==> src/rtl/dla_pkg.sv <==
// dla_pkg: shared states, neighbour offsets, corner and LFSR seed constants for the DLA engine
package dla_pkg;
  typedef enum logic [3:0] {
    SEED, RD0, RD1, RD2, RD3, RD4, RD5, RD6, RD7, RD_LAST, EVAL, MOVE, STICK, SPAWN, DONE
  } state_t;
  localparam logic [30:0] LFSR_X_SEED = 31'h55555555;
  localparam logic [28:0] LFSR_Y_SEED = 29'h15555555;
  localparam logic [30:0] LFSR_S_SEED = 31'h2AAAAAAA;
  localparam logic [1:0] NB_DX [8] = '{2'b11, 2'b01, 2'b00, 2'b00, 2'b11, 2'b01, 2'b11, 2'b01};
  localparam logic [1:0] NB_DY [8] = '{2'b00, 2'b00, 2'b11, 2'b01, 2'b11, 2'b11, 2'b01, 2'b01};
  function automatic logic [17:0] pack_xy(input logic [8:0] x, input logic [8:0] y);
    return {x, y};
  endfunction
  function automatic logic [17:0] corner_xy(input logic [1:0] c, input int x_max, input int y_max, input int margin);
    return {c[0] ? 9'(x_max - margin) : 9'(margin), c[1] ? 9'(y_max - margin) : 9'(margin)};
  endfunction
endpackage

==> src/rtl/dla_engine_multi_lfsr.sv <==
// dla_lfsr: Fibonacci LFSR with two feedback taps and a synchronous reseed
module dla_lfsr #(
  parameter int WIDTH = 31,
  parameter int TAP_A = 30,
  parameter int TAP_B = 27,
  parameter logic [WIDTH-1:0] SEED = '1
) (
  input  logic             clk,
  input  logic             reset,
  input  logic             en,
  output logic [WIDTH-1:0] q
);
  // shift left, feeding the xor of the two taps into bit 0
  always_ff @(posedge clk) q <= reset ? SEED : en ? {q[WIDTH-2:0], q[TAP_A] ^ q[TAP_B]} : q;
endmodule

==> src/rtl/dla_engine_multi.sv <==
// dla_engine_multi: round-robin multi-walker DLA engine that owns the SRAM only during VGA sync windows
module dla_engine_multi
  import dla_pkg::*;
#(
  parameter int N_WALKERS     = 4,
  parameter int CONNECT       = 4,
  parameter int X_MAX         = 319,
  parameter int Y_MAX         = 239,
  parameter int MARGIN        = 2,
  parameter int MAX_PARTICLES = 20000,
  parameter int STICK_THRESH  = 255
) (
  input  logic        VGA_CTRL_CLK,
  input  logic        reset,
  input  logic        i_sync_win,
  input  logic        i_run,
  input  logic [17:0] i_vga_addr,
  input  logic [17:0] i_start_xy,
  input  logic [15:0] i_color,
  input  logic [15:0] i_sram_rdata,
  output logic [17:0] o_sram_addr,
  output logic [15:0] o_sram_wdata,
  output logic        o_sram_we_n,
  output logic [15:0] o_count,
  output logic        o_done
);
  localparam int IW = N_WALKERS > 1 ? $clog2(N_WALKERS) : 1;
  localparam logic [8:0] XLO = 9'(MARGIN);
  localparam logic [8:0] XHI = 9'(X_MAX - MARGIN);
  localparam logic [8:0] YLO = 9'(MARGIN);
  localparam logic [8:0] YHI = 9'(Y_MAX - MARGIN);
  state_t st_q, st_d;
  logic lock_q, lock_d, en_xy, en_s, engine, rbit, unused_bits;
  logic [3:0] sum_q, sum_d;
  logic [IW-1:0] idx_q, idx_d, idx_nx;
  logic [15:0] count_q, count_d;
  logic [17:0] start_q;
  logic [8:0] wx_q [N_WALKERS];
  logic [8:0] wy_q [N_WALKERS];
  logic [8:0] wx_d [N_WALKERS];
  logic [8:0] wy_d [N_WALKERS];
  logic [8:0] cx, cy, nx, ny;
  logic [2:0] rd_k;
  logic [30:0] lx, ls;
  logic [28:0] ly;
  dla_lfsr #(.WIDTH(31), .TAP_A(30), .TAP_B(27), .SEED(LFSR_X_SEED)) u_lfsr_x (.clk(VGA_CTRL_CLK), .reset(reset), .en(en_xy), .q(lx));
  dla_lfsr #(.WIDTH(29), .TAP_A(28), .TAP_B(26), .SEED(LFSR_Y_SEED)) u_lfsr_y (.clk(VGA_CTRL_CLK), .reset(reset), .en(en_xy), .q(ly));
  dla_lfsr #(.WIDTH(31), .TAP_A(30), .TAP_B(27), .SEED(LFSR_S_SEED)) u_lfsr_s (.clk(VGA_CTRL_CLK), .reset(reset), .en(en_s), .q(ls));
  assign engine = ~reset & i_sync_win & i_run;
  assign rbit = i_sram_rdata[15];
  assign unused_bits = ^{ls[30:8], lx[29:0], ly[27:0], i_sram_rdata[14:0]};
  assign rd_k = 3'(st_q - RD0);
  assign cx = wx_q[idx_q];
  assign cy = wy_q[idx_q];
  assign nx = cx + {{7{NB_DX[rd_k][1]}}, NB_DX[rd_k]};
  assign ny = cy + {{7{NB_DY[rd_k][1]}}, NB_DY[rd_k]};
  assign idx_nx = idx_q == IW'(N_WALKERS - 1) ? '0 : idx_q + 1'b1;
  assign o_count = reset ? '0 : count_q;
  assign o_done = ~reset & (st_q == DONE);
  // next state, SRAM bus and walker updates; the bus falls back to display passthrough outside engine cycles
  always_comb begin
    st_d = st_q;
    lock_d = engine & lock_q;
    sum_d = sum_q;
    idx_d = idx_q;
    count_d = count_q;
    wx_d = wx_q;
    wy_d = wy_q;
    en_xy = 1'b0;
    en_s = 1'b0;
    o_sram_addr = i_vga_addr;
    o_sram_we_n = ~reset;
    o_sram_wdata = reset ? '0 : i_color;
    if (engine) begin
      case (st_q)
        SEED: begin
          o_sram_addr = start_q;
          o_sram_we_n = 1'b0;
          st_d = RD0;
        end
        RD_LAST: begin
          sum_d = sum_q + 4'(rbit);
          st_d = EVAL;
        end
        EVAL: begin
          en_s = 1'b1;
          st_d = !lock_q ? RD0 : (sum_q != 0 && int'(ls[7:0]) <= STICK_THRESH) ? STICK : MOVE;
        end
        MOVE: begin
          wx_d[idx_q] = (lx[30] && cx < XHI) ? cx + 9'd1 : (!lx[30] && cx > XLO) ? cx - 9'd1 : cx;
          wy_d[idx_q] = (ly[28] && cy < YHI) ? cy + 9'd1 : (!ly[28] && cy > YLO) ? cy - 9'd1 : cy;
          en_xy = 1'b1;
          idx_d = idx_nx;
          st_d = RD0;
        end
        STICK: begin
          o_sram_addr = pack_xy(cx, cy);
          o_sram_we_n = 1'b0;
          count_d = count_q + 16'd1;
          st_d = count_q + 16'd1 == 16'(MAX_PARTICLES) ? DONE : SPAWN;
        end
        SPAWN: begin
          {wx_d[idx_q], wy_d[idx_q]} = corner_xy({ly[28], lx[30]}, X_MAX, Y_MAX, MARGIN);
          en_xy = 1'b1;
          idx_d = idx_nx;
          st_d = RD0;
        end
        DONE: st_d = DONE;
        default: begin
          o_sram_addr = pack_xy(nx, ny);
          lock_d = (st_q == RD0) | lock_q;
          sum_d = st_q == RD0 ? '0 : sum_q + 4'(rbit);
          st_d = rd_k == 3'(CONNECT - 1) ? RD_LAST : state_t'(st_q + 4'd1);
        end
      endcase
    end
  end
  // state registers; reset parks walkers on their home corners and captures the seed pixel
  always_ff @(posedge VGA_CTRL_CLK) begin
    if (reset) begin
      st_q <= SEED;
      lock_q <= 1'b0;
      sum_q <= '0;
      idx_q <= '0;
      count_q <= '0;
      start_q <= i_start_xy;
      for (int i = 0; i < N_WALKERS; i++) {wx_q[i], wy_q[i]} <= corner_xy(2'(i % 4), X_MAX, Y_MAX, MARGIN);
    end else begin
      st_q <= st_d;
      lock_q <= lock_d;
      sum_q <= sum_d;
      idx_q <= idx_d;
      count_q <= count_d;
      wx_q <= wx_d;
      wy_q <= wy_d;
    end
  end
endmodule
==> config.mk <==
export PLATFORM = sky130hd
export DESIGN_NAME = dla_engine_multi
export DESIGN_NICKNAME = d
export VERILOG_FILES = /design/src/rtl/dla_pkg.sv /design/src/rtl/dla_engine_multi_lfsr.sv /design/src/rtl/dla_engine_multi.sv
export SDC_FILE = /design/constraint.sdc
export NUM_CORES = 1
export LEC_CHECK = 0
export BUFFER_PORTS_ARGS = -buffer_cell sky130_fd_sc_hd__buf_2
export CORE_ASPECT_RATIO = 1.75
export CORE_MARGIN = 5
export CORE_UTILIZATION = 45
export CTS_CLUSTER_DIAMETER = 40
export DETAILED_ROUTE_END_ITERATION = 16
export GPL_TIMING_DRIVEN = 0
export PLACE_DENSITY = 0.7
export REMOVE_ABC_BUFFERS = 1
export SYNTH_ARGS = -nofsm -noshare
export SYNTH_HDL_FRONTEND = slang
export SYNTH_SLANG_ARGS = --single-unit
==> constraint.sdc <==
create_clock -name VGA_CTRL_CLK -period 3.85 [get_ports VGA_CTRL_CLK]
set_clock_uncertainty 0.05 [all_clocks]
set_input_delay 0.9625 -clock VGA_CTRL_CLK [delete_from_list [all_inputs] [get_ports VGA_CTRL_CLK]]
set_output_delay 0.9625 -clock VGA_CTRL_CLK [all_outputs]
set_load 0.03 [all_outputs]
After elaboration in Yosys (flattened, before gate mapping). Memories as Yosys holds them, arrays and structs flattened. Index checks and enable logic that the tools add are counted.

Output and inout bits: 52. Memories kept: 2. Memory bits (read-only): 32. Flip-flop bits (word level): 177. Word-level logic and storage cells: 119. Input port bits: 72.

Memory list: (name not given) (words 8, width 2, read ports 1, clocked after memory_dff 0, wr ports 0, line dla_engine_multi.sv:56) `assign ny = cy + {{7{NB_DY[rd_k][1]}}, NB_DY[rd_k]};`; (name not given) (words 8, width 2, read ports 1, clocked after memory_dff 0, wr ports 0, line dla_engine_multi.sv:55) `assign nx = cx + {{7{NB_DX[rd_k][1]}}, NB_DX[rd_k]};`.

Equality and inequality tests: 10. Mux-type cells: 42. Reductions and logical operators: 20. Bitwise operators: 11. Order comparisons: 7. Add/sub/neg operators: 11.

Operators by type and width (count): 36-bit bitwise mux (4); 36-bit case mux with 2 select lines (2); 9-bit two-way mux (10); 18-bit case mux with 3 select lines (1); 9-bit binary-select mux with 2-bit select (2); 16-bit two-way mux (2); 4-bit equality test, second input constant (6); 4-bit case mux with 5 select lines (1); 9-bit by 1-bit adder with 9-bit output, second input constant (2); 9-bit adder (2); 9-bit demux with 2-bit select (1); 9-bit by 2-bit > comparator with 1-bit output, second input constant (2); 18-bit two-way mux (1); 9-bit by 1-bit subtractor with 9-bit output, second input constant (2); 16-bit by 1-bit adder with 16-bit output, second input constant (1); 16-bit by 15-bit equality test with 1-bit output, second input constant (1); 2-bit two-way mux (6); 4-bit two-way mux (3); 9-bit by 8-bit < comparator with 1-bit output, second input constant (1); 9-bit < comparator, second input constant (1); 8-bit two-way mux (1); 4-bit case mux with 2 select lines (1); 2-bit AND reduction (4); 7-bit OR reduction (1); 27 further kinds (43).

Logic depth before layout (Yosys ltp).
Depth after elaboration: 10. Depth in mapped cells: 14. Depth with buffers taken out: 14.

By module. A second synthesis with hierarchy kept.

Cell total of the unflattened synthesis: 1116. Area total of the unflattened synthesis: 9780.6 sq um.

By module, submodules not included: dla_engine_multi (instances 1, cells an instance 918, sequential area each 2522.4 sq um, area an instance 7561.0 sq um); dla_lfsr at u_lfsr_x (instances 1, cells an instance 102, sequential area each 620.6 sq um, area an instance 1146.1 sq um); dla_lfsr at u_lfsr_y (instances 1, cells an instance 96, sequential area each 580.6 sq um, area an instance 1073.5 sq um).

Worst setup path after synthesis. No wires, ideal clock.

Path kind: flip-flop to output port. Start point: reg st_q[0]. End point: out o_sram_addr[17]. Arrival time: 3.540 ns. Slack: -0.703 ns. Cell stages (with the launch flop): 14. Cell sequence: dfxtp_1 > inv_1 > ha_1 > ha_1 > mux2i_1 > inv_1 > ha_1 > nor2b_1 > o21ai_0 > a21boi_0 > o21a_1 > o41ai_1 > mux2i_1 > a31oi_1.

Word-level cells in the longest chain between the ends: 8. Elaborated cells between the ends (all ways): 16. Those cells by class: add/sub (2); eq/ne (6); mux (4); bitwise (1); reduce/logical (2); memory (1).

Ends and longest elaborated chain: start: declaration (line dla_engine_multi.sv:32) `state_t st_q, st_d;`; start signal: assignment (line dla_engine_multi.sv:129) `st_q <= st_d;`; 3-bit by 1-bit subtractor with 3-bit output (line dla_engine_multi.sv:52) `assign rd_k = 3'(st_q - RD0);`; 3-bit NOT with 4-bit output (not written as such) (line dla_engine_multi.sv:55); memory read 8 x 2 bit; 2-bit two-way mux (not written as such) (2 in a row) (line dla_engine_multi.sv:55); 9-bit adder (line dla_engine_multi.sv:55); 18-bit case mux with 3 select lines (*) (line dla_engine_multi.sv:75) `case (st_q)`; 18-bit two-way mux (*) (line dla_engine_multi.sv:74) `if (engine) begin`; end: declaration (line dla_engine_multi.sv:21) `output logic [17:0] o_sram_addr,`.

Mark *: on every way between the ends. The rest lies on a longest branch, timed or not. The select of a mux whose other input is x is not followed.

Worst setup path in the final report.
Start point: reg st_q[0]. End point: out o_sram_addr[8].

Word-level cells in the longest chain between the ends: 8. Elaborated cells between the ends (all ways): 16. Those cells by class: add/sub (2); eq/ne (6); mux (4); bitwise (1); reduce/logical (2); memory (1).

Ends and longest elaborated chain (line): 3-bit by 1-bit subtractor with 3-bit output (dla_engine_multi.sv:52); 3-bit NOT with 4-bit output (not written as such) (dla_engine_multi.sv:56); memory read 8 x 2 bit; 2-bit two-way mux (not written as such) (2 in a row) (dla_engine_multi.sv:56); 9-bit adder (dla_engine_multi.sv:56); 18-bit case mux with 3 select lines (*) (dla_engine_multi.sv:75); 18-bit two-way mux (*) (dla_engine_multi.sv:74).

Marked as above.

==> reports/qor.txt <==
Outcome: finished with violations
Failing checks: setup timing
Final core occ: 0.558
Global route total overflow: 0
Vias in the first global route: 8,645
Buffers & Inverters on Critical Path: 4
Cells after DPL: 1,412
H-tree depth: 4
Seq/Total Area, Yosys: 0.397
Root Buffer: clkbuf_16
Final setup vio count: 14
Pwr Density: 358 mW/mm²
Worst setup margin: -0.571 ns
Final Cycle Share: 1.15
VDD IR max: 0.000322 V
Area of the multi-input gates: 0.00570 mm²
Slowest CP cell: dfxtp_4
Post-DRT Antenna Nets: 0
DIE WIDTH: 119 µm
Crit-path cells: inv_4 -> ha_4 -> ha_4 -> buf_12 -> mux2i_4 -> inv_4 -> ha_4 -> nor2b_4 -> o21ai_4 -> a21boi_2 -> o21a_1 -> o22ai_2 -> mux2i_1 -> a31oi_1 -> buf_4
Place WS: -1.86 ns
Core Area: 0.0208 mm²
Syn_area_per_cell: 8.37 µm²
Clock sink total: 177
# port buffers: 108
Worst r2r src: idx_q[0]
Initial core utilization: 0.452
Non-filler instance count after layout: 1,492
Layout cells sized above 1: 0.233
DR pass1 iterations: 7
Netlist cell types: 72
Pin count of the biggest net entering global routing: 67
Clk pin slew, worst setup/hold paths: 0.08 ns
RD Place Congestion: 0.894
Fin crit period: 4.42 ns
GRT Resource Usage Total: 0.223
# DRC: 0
Storage element area: 0.00374 mm²
CP max stage delay: 0.37 ns
Crit-path most repeated cell: ha_4
Flops & latches, synth: 177
Max cap viols: 0
Ys Warns: 0
Final hold violation count: 0
Ys flop type: dfxtp_1
Total CTS buffers: 17
Post-Route WL: 28,100 µm
Worst-Margin Slew: 1.08 ns
CTS tree: built
Critical path fanouts, max: 5
Critical path depth: 15
Fmax: 226 MHz
Fillers: 1,796
First-pass GRT wire length: 43,500 µm
Top delay family on crit path: compound AO/OA/AOI/OAI gates
Initial drt markers: 832
RSZ-0062 raised after global routing: true
Vias: 8,962
Async set-or-reset flop fraction in the synthesized netlist: 0
# IOs: 124
Pins over their slew limit: 0
Ant. Diodes: 0
Crit path kind: flip-flop to primary output
Syn Std Cell Area: 0.00938 mm²
Worst hold slack: 0.380 ns
Die height: 201 µm
Wire per inst: 18.8 µm
WHS Path Cells: 2
Num rows: 70
Area grow syn2layout: 23.6%
CP startpoint: st_q[0]
Worst skew pair latency: 0.45 ns
WP data required: 2.84 ns
Antenna violations before repair: 0
Crit path DAT: 3.41 ns
Min-Delay Startpoint: u_lfsr_x.q[14]
Detailed placement HPWL: 18,300 µm
P_leak: 4.66 nW
Slew margin rel.: 0.279
Total power: 4.15 mW
Hold Path Class: flip-flop to flip-flop
Cells after synthesis: 1,120
DR vias/cell: 6.01
Die area: 0.0239 mm²
Nets: 1,338
Worst Reg-to-Reg Cells: 10
Post-synth EDFFs: 18
Endpoint class of the critical path: primary output
Startpoint types: flip-flop
CTS max path bufs: 2
-- sequential cells by signal (all words and copies together) (netlist names) --
signal	cells
wy_q	36
lock_q	1
count_q	16
sum_q	4
idx_q	2
wx_q	36
st_q	4
start_q	18
u_lfsr_x.q	31
u_lfsr_y.q	29
-- cell usage in the layout (no fill, tap or decap), drive strengths merged, types with 5 or more instances in the layout --
master	instances
buf	157
and3	15
clkbuf	19
xor2	18
xnor2	22
nor4	6
or2	5
nor2b	35
nor2	86
edfxtp	18
o211a	5
nand2b	7
or4	5
a221oi	5
a22oi	15
mux4	18
o31ai	6
a31oi	22
a21oi	81
nand2	181
inv	31
nand3	57
nor3b	7
nor3	12
or3	10
o21ai	87
mux2i	7
o21a	6
and2	7
dfxtp	159
o22ai	25
a22o	7
ha	37
-- metal layers --
metal / global-route usage / wire length, µm
met1: 0.228 / 10000
met2: 0.406 / 14900
met3: 0.0350 / 1520
met4: 0.155 / 1650
met5: 0 / 0
-- stage by stage --
step                setup TNS [ns]  cell area (µm²)
floorplan                  -216.45             9100
global placement           -864.79             9950
detailed placement         -205.19            10000
CTS                          -4.84            11300
global route                 -6.98            11600
finish                       -5.70            11600
-- repair_timing --
item / CTS / global route
endpoints found under the setup margin: 164 / 23
gates resized for setup: 100 / 35
buffers inserted: 36 / 16
hold buffers: 0 / 0
cloned: 0 / 2
pin swaps: 30 / 32
-- power breakdown --
part           internal, mW  leakage [nW]  switching (mW)
registers              1.88          1.46          0.0129
logic                 0.202          2.91           0.282
clock network         0.943         0.290           0.837
-- final timing paths --
check	end	slack, ns
worst max-delay path	o_sram_addr[8]	-0.57
worst min-delay path	u_lfsr_x.q[15]	0.38
worst max register to register	wx_q[31]	0.40
worst min register to register	u_lfsr_x.q[15]	0.38
-- logic make-up after synthesis --
kind of cell | Yosys count | share of synthesized area
and+or+nand+nor | 445 | 0.222
AOI/OAI and AO/OA | 295 | 0.194
DFF | 177 | 0.397
buffers and inverters | 95 | 0.0392
xor gates and xnor gates | 40 | 0.0374
adders and majority gates | 39 | 0.0536
muxes | 29 | 0.0563
-- worst reg2reg max path, delay by kind of cell (launching register included) --
family	cells	cell delay, ns
muxes	1	0.64
AOI/OAI and AO/OA	4	0.96
xor gates and xnor gates	1	0.40
buffers and inverters	3	0.53
DFF	1	0.41
and+or+nand+nor	1	0.35
-- cell usage after synthesis, types with 10 or more instances --
cell | instances | area (µm²)
nand2_1 | 181 | 679
dfxtp_1 | 159 | 3180
nor2_1 | 85 | 319
o21ai_0 | 84 | 420
a21oi_1 | 80 | 400
clkbuf_1 | 57 | 214
nand3_1 | 57 | 285
ha_1 | 37 | 463
nor2b_1 | 35 | 219
inv_1 | 23 | 86.3
a31oi_1 | 22 | 138
o22ai_1 | 22 | 138
xnor2_1 | 22 | 193
edfxtp_1 | 18 | 541
xor2_1 | 18 | 158
mux4_2 | 16 | 360
a22oi_1 | 15 | 113
and3_1 | 14 | 87.6
nor3_1 | 12 | 60.1
buf_1 | 10 | 37.5
or3_1 | 10 | 62.6
-- final cells by class --
| type | instances | area share |
|---|---|---|
| tap | 252 | 0.0272 |
| multi-input combinational | 849 | 0.491 |
| timing repair buffer | 158 | 0.0953 |
| sequential | 177 | 0.323 |
| clock inverter | 14 | 0.0141 |
| inverter | 24 | 0.0109 |
| clock buffer | 18 | 0.0379 |
Power figures use the tool's default switching activity.
